--- src/rtl/mwc_pkg.sv ---
// Shared types and width helpers for the memory write checker.
package mwc_pkg;

  localparam int MWC_ADDR_W   = 32;
  localparam int MWC_DATA_W   = 32;
  localparam int MWC_N_EXPECT = 4;

  // Index width never collapses to zero, so a single-entry table stays legal.
  function automatic int mwc_idx_w(input int n);
    return (n > 1) ? $clog2(n) : 1;
  endfunction

  function automatic int mwc_cnt_w(input int n);
    return $clog2(n + 1);
  endfunction

  localparam int MWC_IDX_W = mwc_idx_w(MWC_N_EXPECT);

  typedef enum logic [2:0] {
    IDLE    = 3'd0,
    RUN     = 3'd1,
    PASS    = 3'd2,
    FAIL    = 3'd3,
    TIMEOUT = 3'd4
  } mwc_state_t;

  typedef struct packed {
    logic [MWC_ADDR_W-1:0] addr;
    logic [MWC_DATA_W-1:0] data;
    logic                  is_byte;
  } mwc_entry_t;

endpackage

--- src/rtl/mwc_expect_table.sv ---
// Expected-write register file: one write port, one combinational read port.
module mwc_expect_table
  import mwc_pkg::*;
#(
  parameter int N     = MWC_N_EXPECT,
  parameter int IDX_W = MWC_IDX_W
) (
  input  logic             clk,
  input  logic             reset,
  input  logic             we,
  input  logic [IDX_W-1:0] wr_idx,
  input  mwc_entry_t       wr_entry,
  input  logic [IDX_W-1:0] rd_idx,
  output mwc_entry_t       rd_entry
);

  mwc_entry_t mem_r [N];

  // Table storage; reset wins over a concurrent load.
  always_ff @(posedge clk) begin
    if (reset) begin
      for (int i = 0; i < N; i++) begin
        mem_r[i] <= '0;
      end
    end else if (we && (32'(wr_idx) < N)) begin
      mem_r[wr_idx] <= wr_entry;
    end
  end

  assign rd_entry = mem_r[rd_idx];

endmodule

--- config.mk ---
export PLATFORM = sky130hd
export DESIGN_NAME = mwc_expect_table
export DESIGN_NICKNAME = d
export VERILOG_FILES = /design/src/rtl/mwc_pkg.sv /design/src/rtl/mwc_expect_table.sv
export SDC_FILE = /design/constraint.sdc
export NUM_CORES = 1
export LEC_CHECK = 0
export CAP_MARGIN = 20
export CORE_MARGIN = 8
export CORE_UTILIZATION = 35
export CTS_BUF_LIST = sky130_fd_sc_hd__clkbuf_4 sky130_fd_sc_hd__clkbuf_8
export CTS_CLUSTER_DIAMETER = 80
export DETAILED_ROUTE_END_ITERATION = 12
export SYNTH_ARGS = -nofsm -noshare
export SYNTH_HDL_FRONTEND = slang
export SYNTH_SLANG_ARGS = --single-unit
--- constraint.sdc ---
create_clock -name clk -period 13.6 [get_ports clk]
set_clock_uncertainty 0.1 [all_clocks]
set_input_delay 3.4 -clock clk [delete_from_list [all_inputs] [get_ports clk]]
set_output_delay 3.4 -clock clk [all_outputs]
set_load 0.03 [all_outputs]
==> impl_metrics.yaml, run 1 <==
yosys:
  synth_top_area_share_pct: 69.3
  synth_top_cell_by_area: "edfxtp_1"
  synth_area_leaders: "edfxtp_1, and2_1, mux4_2"
  synth_seq_cells: 260
  synth_area_per_cell_um2: 17.7
  netlist_area_mm2: 0.0113
  ys_seq_area_share_pct: 69.3
  synthDistinctLibCells: 15
  syn_nets: 709
  ys_warn_count: 0
  synth_cells: 637
timing:
  clock.fmax_mhz: 106
  worstMarginPinSlew_ns: 1.09
  fin_setup_tns_ns: 0
  slew_headroom_pct: 27.3
  period_minus_slack_ns: 9.43
  rsz0062_at_grt: "false"
  drv_slew: 0
  fin_crit_sh_pct: 69.4
  hold_slack_ns: 3.48
  hold_viol: 0
  worst_slack_ns: 4.17
  setup_violations: 0
cells_and_area:
  drive_gt1_share_pct: 18.3
  nFillCells: 2814
  multi_input_area_mm2: 0.00323
  seqCellArea_mm2: 0.00781
  finalNetCount: 859
  synthToLayoutAreaGrowth_pct: 22.4
  antenna_cells: 0
  reg_top3: "mem_r (260)"
  largest-register: "mem_r"
  largest_reg_flops: 260
  fin_util_pct: 43.6
  final_cell_area_mm2: 0.0138
worst_setup_path:
  worstSetupEndpointType: "primary output"
  cp_slowest_cell: "buf_4"
  worst_path_most_repeated_cell: "buf_4"
  startpoint_type: "input pin"
  critPathMaxFanout: 37
  cp_top_family: "buffers and inverters"
  arrival_ns: 5.93
  required_ns: 10.10
  cp.buffers_inverters: 3
  crit_chain: "buf_4, buf_4, mux4_2, clkdlybuf4s50_1"
  path_class: "input pin to primary output"
  slowest_delay_ns: 0.76
clock_network:
  cts_tree: "built"
  htree_num_levels: 2
  cts_resized: 0
  tritoncts.num_buffers: 44
  clock_sinks: 260
  clk_pin_slew_ns: 0.06
  cts-root-buf: "clkbuf_8"
  holdBufCountCts: 0
  postCtsSetupBuffers: 0
  clk_path_buf_depth: 3
route:
  wl_per_cell_um: 21.2
  ant_nets: 0
  drtIter0Drc: 333
  num_vias: 5918
  firstDrtPassIters: 5
  vias_per_cell: 4.85
  wirelength_um: 25900
  drc: 0
floorplanning:
  io_pins: 137
  core_area_mm2: 0.0316
  initial_core_util_pct: 35.6
  fp.dieArea_mm2: 0.0382
  die_w_um: 195
  rows: 65
  die_h_um: 195
place:
  globalplace.congestion: 0.710
  dp_hpwl_um: 13800
  io_buffers: 136
  dp_slack_ns: 4.02
  dpl_cell_area_mm2: 0.0130
grt:
  antenna_found_initial: 0
  grt_pass1_wl_um: 39600
  track_usage_pct: 13.4
  grt_pass1_vias: 6518
  grt_max_degree: 66
  gr-total-overflow: 0
power_and_ir_drop:
  peakVddDrop_mv: 0.0704
  pwr_density_cell_mw_per_mm2: 134
  p_leak_nw: 4.81
run_status:
  outcome: "finished clean"
run:
  max-cap-violations: 0
worst_hold_path:
  hold_class: "input pin to flop"
==> power breakdown <==
group	internal, W	switching [W]	total [W]
registers	0.000948	0.0000151	0.000963
logic	0.000107	0.000130	0.000237
clock network	0.000349	0.000301	0.000650
==> cells in the final DEF (no fill, tap or decap) <==
cell type          n
clkbuf_8          45
clkbuf_4          16
clkinv_2           4
a31o_4             2
and4bb_2           2
nor4b_4            1
o21bai_4           2
and2_1           260
mux4_2            65
nand2b_1           1
edfxtp_1         260
nor2b_4            1
inv_1              1
clkdlybuf4s50_1  134
buf_4             12
clkinv_1          12
==> Yosys cell counts <==
master and number:
mux4_2 65, nand2b_1 1, edfxtp_1 260, buf_4 2, buf_2 9, nor4b_2 1, and2_1 260, nor2b_1 1
and4bb_1 2, clkbuf_1 5, inv_1 1, a31o_2 2, buf_6 10, clkbuf_2 16, o21bai_1 2
==> routing by layer <==
| metal | track usage [%] | wire (um) |
|---|---|---|
| met1 | 16.6 | 11100 |
| met2 | 23.1 | 12900 |
| met3 | 3.46 | 1480 |
| met4 | 3.48 | 478 |
| met5 | 0 | 0 |
==> per-stage QoR <==
step	power, W	instances
3_5_place_dp	0.00122	1143
6_report	0.00185	1220
3_3_place_gp	0.00122	1143
2_1_floorplan	0.00111	637
5_1_grt	0.00192	1220
4_1_cts	0.00188	1220
==> path summary, 6_finish.rpt <==
path | start | endpoint | slack [ns] | cells past startpoint
setup / recovery | rd_idx[0] | rd_entry[23] | 4.17 | 4
hold / removal | wr_entry[18] | mem_r[0][18]$_SDFFCE_PN0P_ | 3.48 | 2
==> logic make-up after synthesis <==
family	after synthesis	synth area share, %
AO/OA/AOI/OAI	4	0.289
flip-flops	260	69.3
multiplexers	65	13.0
AND/OR/NAND/NOR	265	14.9
buffers and inverters	43	2.44
==> final cells by class <==
| cell class | instances | share of cell area, % |
|---|---|---|
| sequential | 260 | 56.6 |
| clock inverter | 16 | 0.472 |
| multi-input combinational | 334 | 23.4 |
| inverter | 1 | 0.0272 |
| clock buffer | 61 | 5.37 |
| tap | 402 | 3.65 |
| timing repair buffer | 146 | 10.4 |
Note: power is estimated with default switching activity, not from simulation.
==> run 2, diff against run 1 <==
==> constraint.sdc (replaced) <==
create_clock -name clk -period 8.6 [get_ports clk]
set_clock_uncertainty 0.1 [all_clocks]
set_input_delay 2.15 -clock clk [delete_from_list [all_inputs] [get_ports clk]]
set_output_delay 2.15 -clock clk [all_outputs]
set_load 0.03 [all_outputs]
==> impl_metrics.yaml, run 2 (synthesis results as in run 1) <==
run_status:
  outcome: "finished clean"
cells_and_area:
  antenna_cells: 0
  finalNetCount: 860
  synthToLayoutAreaGrowth_pct: 22.8
  largest-register: "mem_r"
  drive_gt1_share_pct: 18.9
  reg_top3: "mem_r (260)"
  fin_util_pct: 43.7
  final_cell_mix: "and2_1, edfxtp_1, clkdlybuf4s50_1, mux4_2, clkbuf_8"
  largest_reg_flops: 260
power_and_ir_drop:
  p_sw_w: 0.000708
  clock_power_share_pct: 35.5
  comb_power_share_pct: 12.7
  p_leak_nw: 4.82
  pwr_density_cell_mw_per_mm2: 213
  peakVddDrop_mv: 0.124
  p_sw_share_pct: 24.1
  seqPwrFrac_pct: 51.8
  power.internal_w: 0.00223
route:
  ant_nets: 0
  wl_per_cell_um: 21.1
  drc: 0
  drtIter0Drc: 263
  wirelength_um: 25800
  firstDrtPassIters: 5
  vias_per_cell: 4.79
  num_vias: 5853
place:
  dp_hpwl_um: 14700
  io_buffers: 136
  globalplace.congestion: 0.695
floorplanning:
  die_w_um: 195
  rows: 65
  fp.dieArea_mm2: 0.0382
  core_area_mm2: 0.0316
  initial_core_util_pct: 35.6
  die_h_um: 195
  io_pins: 137
timing:
  slew_headroom_pct: 32.7
  period_minus_slack_ns: 6.67
  clock.fmax_mhz: 150
  worstMarginPinSlew_ns: 1.01
  setup_violations: 0
  rsz0062_at_grt: "false"
  drv_slew: 0
  fin_setup_tns_ns: 0
  hold_viol: 0
  fin_crit_sh_pct: 77.5
clock_network:
  cts-root-buf: "clkbuf_8"
  holdBufCountCts: 0
  clk_pin_slew_ns: 0.06
  cts_resized: 0
  tritoncts.num_buffers: 44
  htree_num_levels: 2
  cts_tree: "built"
  postCtsSetupBuffers: 0
  clk_path_buf_depth: 3
  clock_sinks: 260
worst_setup_path:
  cp_top_family: "buffers and inverters"
  critPathMaxFanout: 39
  cp.buffers_inverters: 3
  crit_start: "rd_idx[0]"
  crit_chain: "buf_4, buf_4, mux4_2, clkdlybuf4s50_1"
  arrival_ns: 4.42
  required_ns: 6.35
  worstSetupEndpointType: "primary output"
  path_class: "input pin to primary output"
  cp_slowest_cell: "buf_4"
  cp_num_cells: 4
  endpoint: "rd_entry[15]"
  worst_path_most_repeated_cell: "buf_4"
  slowest_delay_ns: 0.63
  startpoint_type: "input pin"
grt:
  antenna_found_initial: 0
  grt_max_degree: 66
  grt_pass1_vias: 6586
  track_usage_pct: 13.5
  gr-total-overflow: 0
  grt_pass1_wl_um: 39700
worst_hold_path:
  min_from: "wr_entry[14]"
  hold_class: "input pin to flop"
run:
  max-cap-violations: 0
run 2: cell count changes in the layout (fill, tap and decap cells not counted):
| cell | delta |
|---|---|
| clkinvlp_4 | +3 |
| clkbuf_4 | +2 |
| clkinv_1 | -2 |
| buf_12 | +1 |
| clkinv_2 | -1 |
run 2: metal layers:
metal  vias to the layer above  share of wire, %  track usage, %
met5                         -                 0               0
met4                         0               1.6            3.54
met3                        37               4.2            3.18
met2                       131                52            24.0
met1                      3009                43            16.3
li1                       2676                 -               -
run 2: area by class of cell:
| class | instances | area (um2) |
|---|---|---|
| clock buffer | 63 | 754 |
| clock inverter | 16 | 75.1 |
| fill | 2833 | 17800 |
| inverter | 1 | 3.75 |
| multi-input combinational | 334 | 3230 |
| sequential | 260 | 7810 |
| tap | 402 | 503 |
| timing repair buffer | 147 | 1450 |
run 2: how the worst min path moves through the flow:
stage / end / cells past startpoint / slack, ns
floorplan: mem_r[0][0]$_SDFFCE_PN0P_ / 1 / 2.25
global placement: mem_r[3][0]$_DFFE_PP_ / 2 / 2.77
detailed placement: mem_r[0][36]$_SDFFCE_PN0P_ / 2 / 2.77
CTS: mem_r[3][0]$_DFFE_PP_ / 2 / 2.18
global route: mem_r[0][0]$_SDFFCE_PN0P_ / 2 / 2.20
finish: mem_r[3][14]$_DFFE_PP_ / 2 / 2.23
run 2: power groups by stage:
stage	logic, W	clock network, W	registers [W]
global placement	0.000378	0	0.00155
detailed placement	0.000381	0	0.00155
floorplan	0.000216	0	0.00154
global route	0.000397	0.00113	0.00153
CTS	0.000383	0.00108	0.00153
finish	0.000373	0.00104	0.00152
run 2: metrics by stage:
stage | hold WS, ns | power (W) | std cells | setup WS (ns) | instance area, um2
3_5_place_dp | 2.77 | 0.00193 | 1144 | 1.85 | 13000
2_1_floorplan | 2.25 | 0.00176 | 637 | 2.68 | 11300
6_report | 2.23 | 0.00294 | 1223 | 1.93 | 13800
3_3_place_gp | 2.77 | 0.00193 | 1143 | 1.86 | 13000
4_1_cts | 2.18 | 0.00299 | 1223 | 1.84 | 13800
5_1_grt | 2.20 | 0.00306 | 1223 | 1.75 | 13800
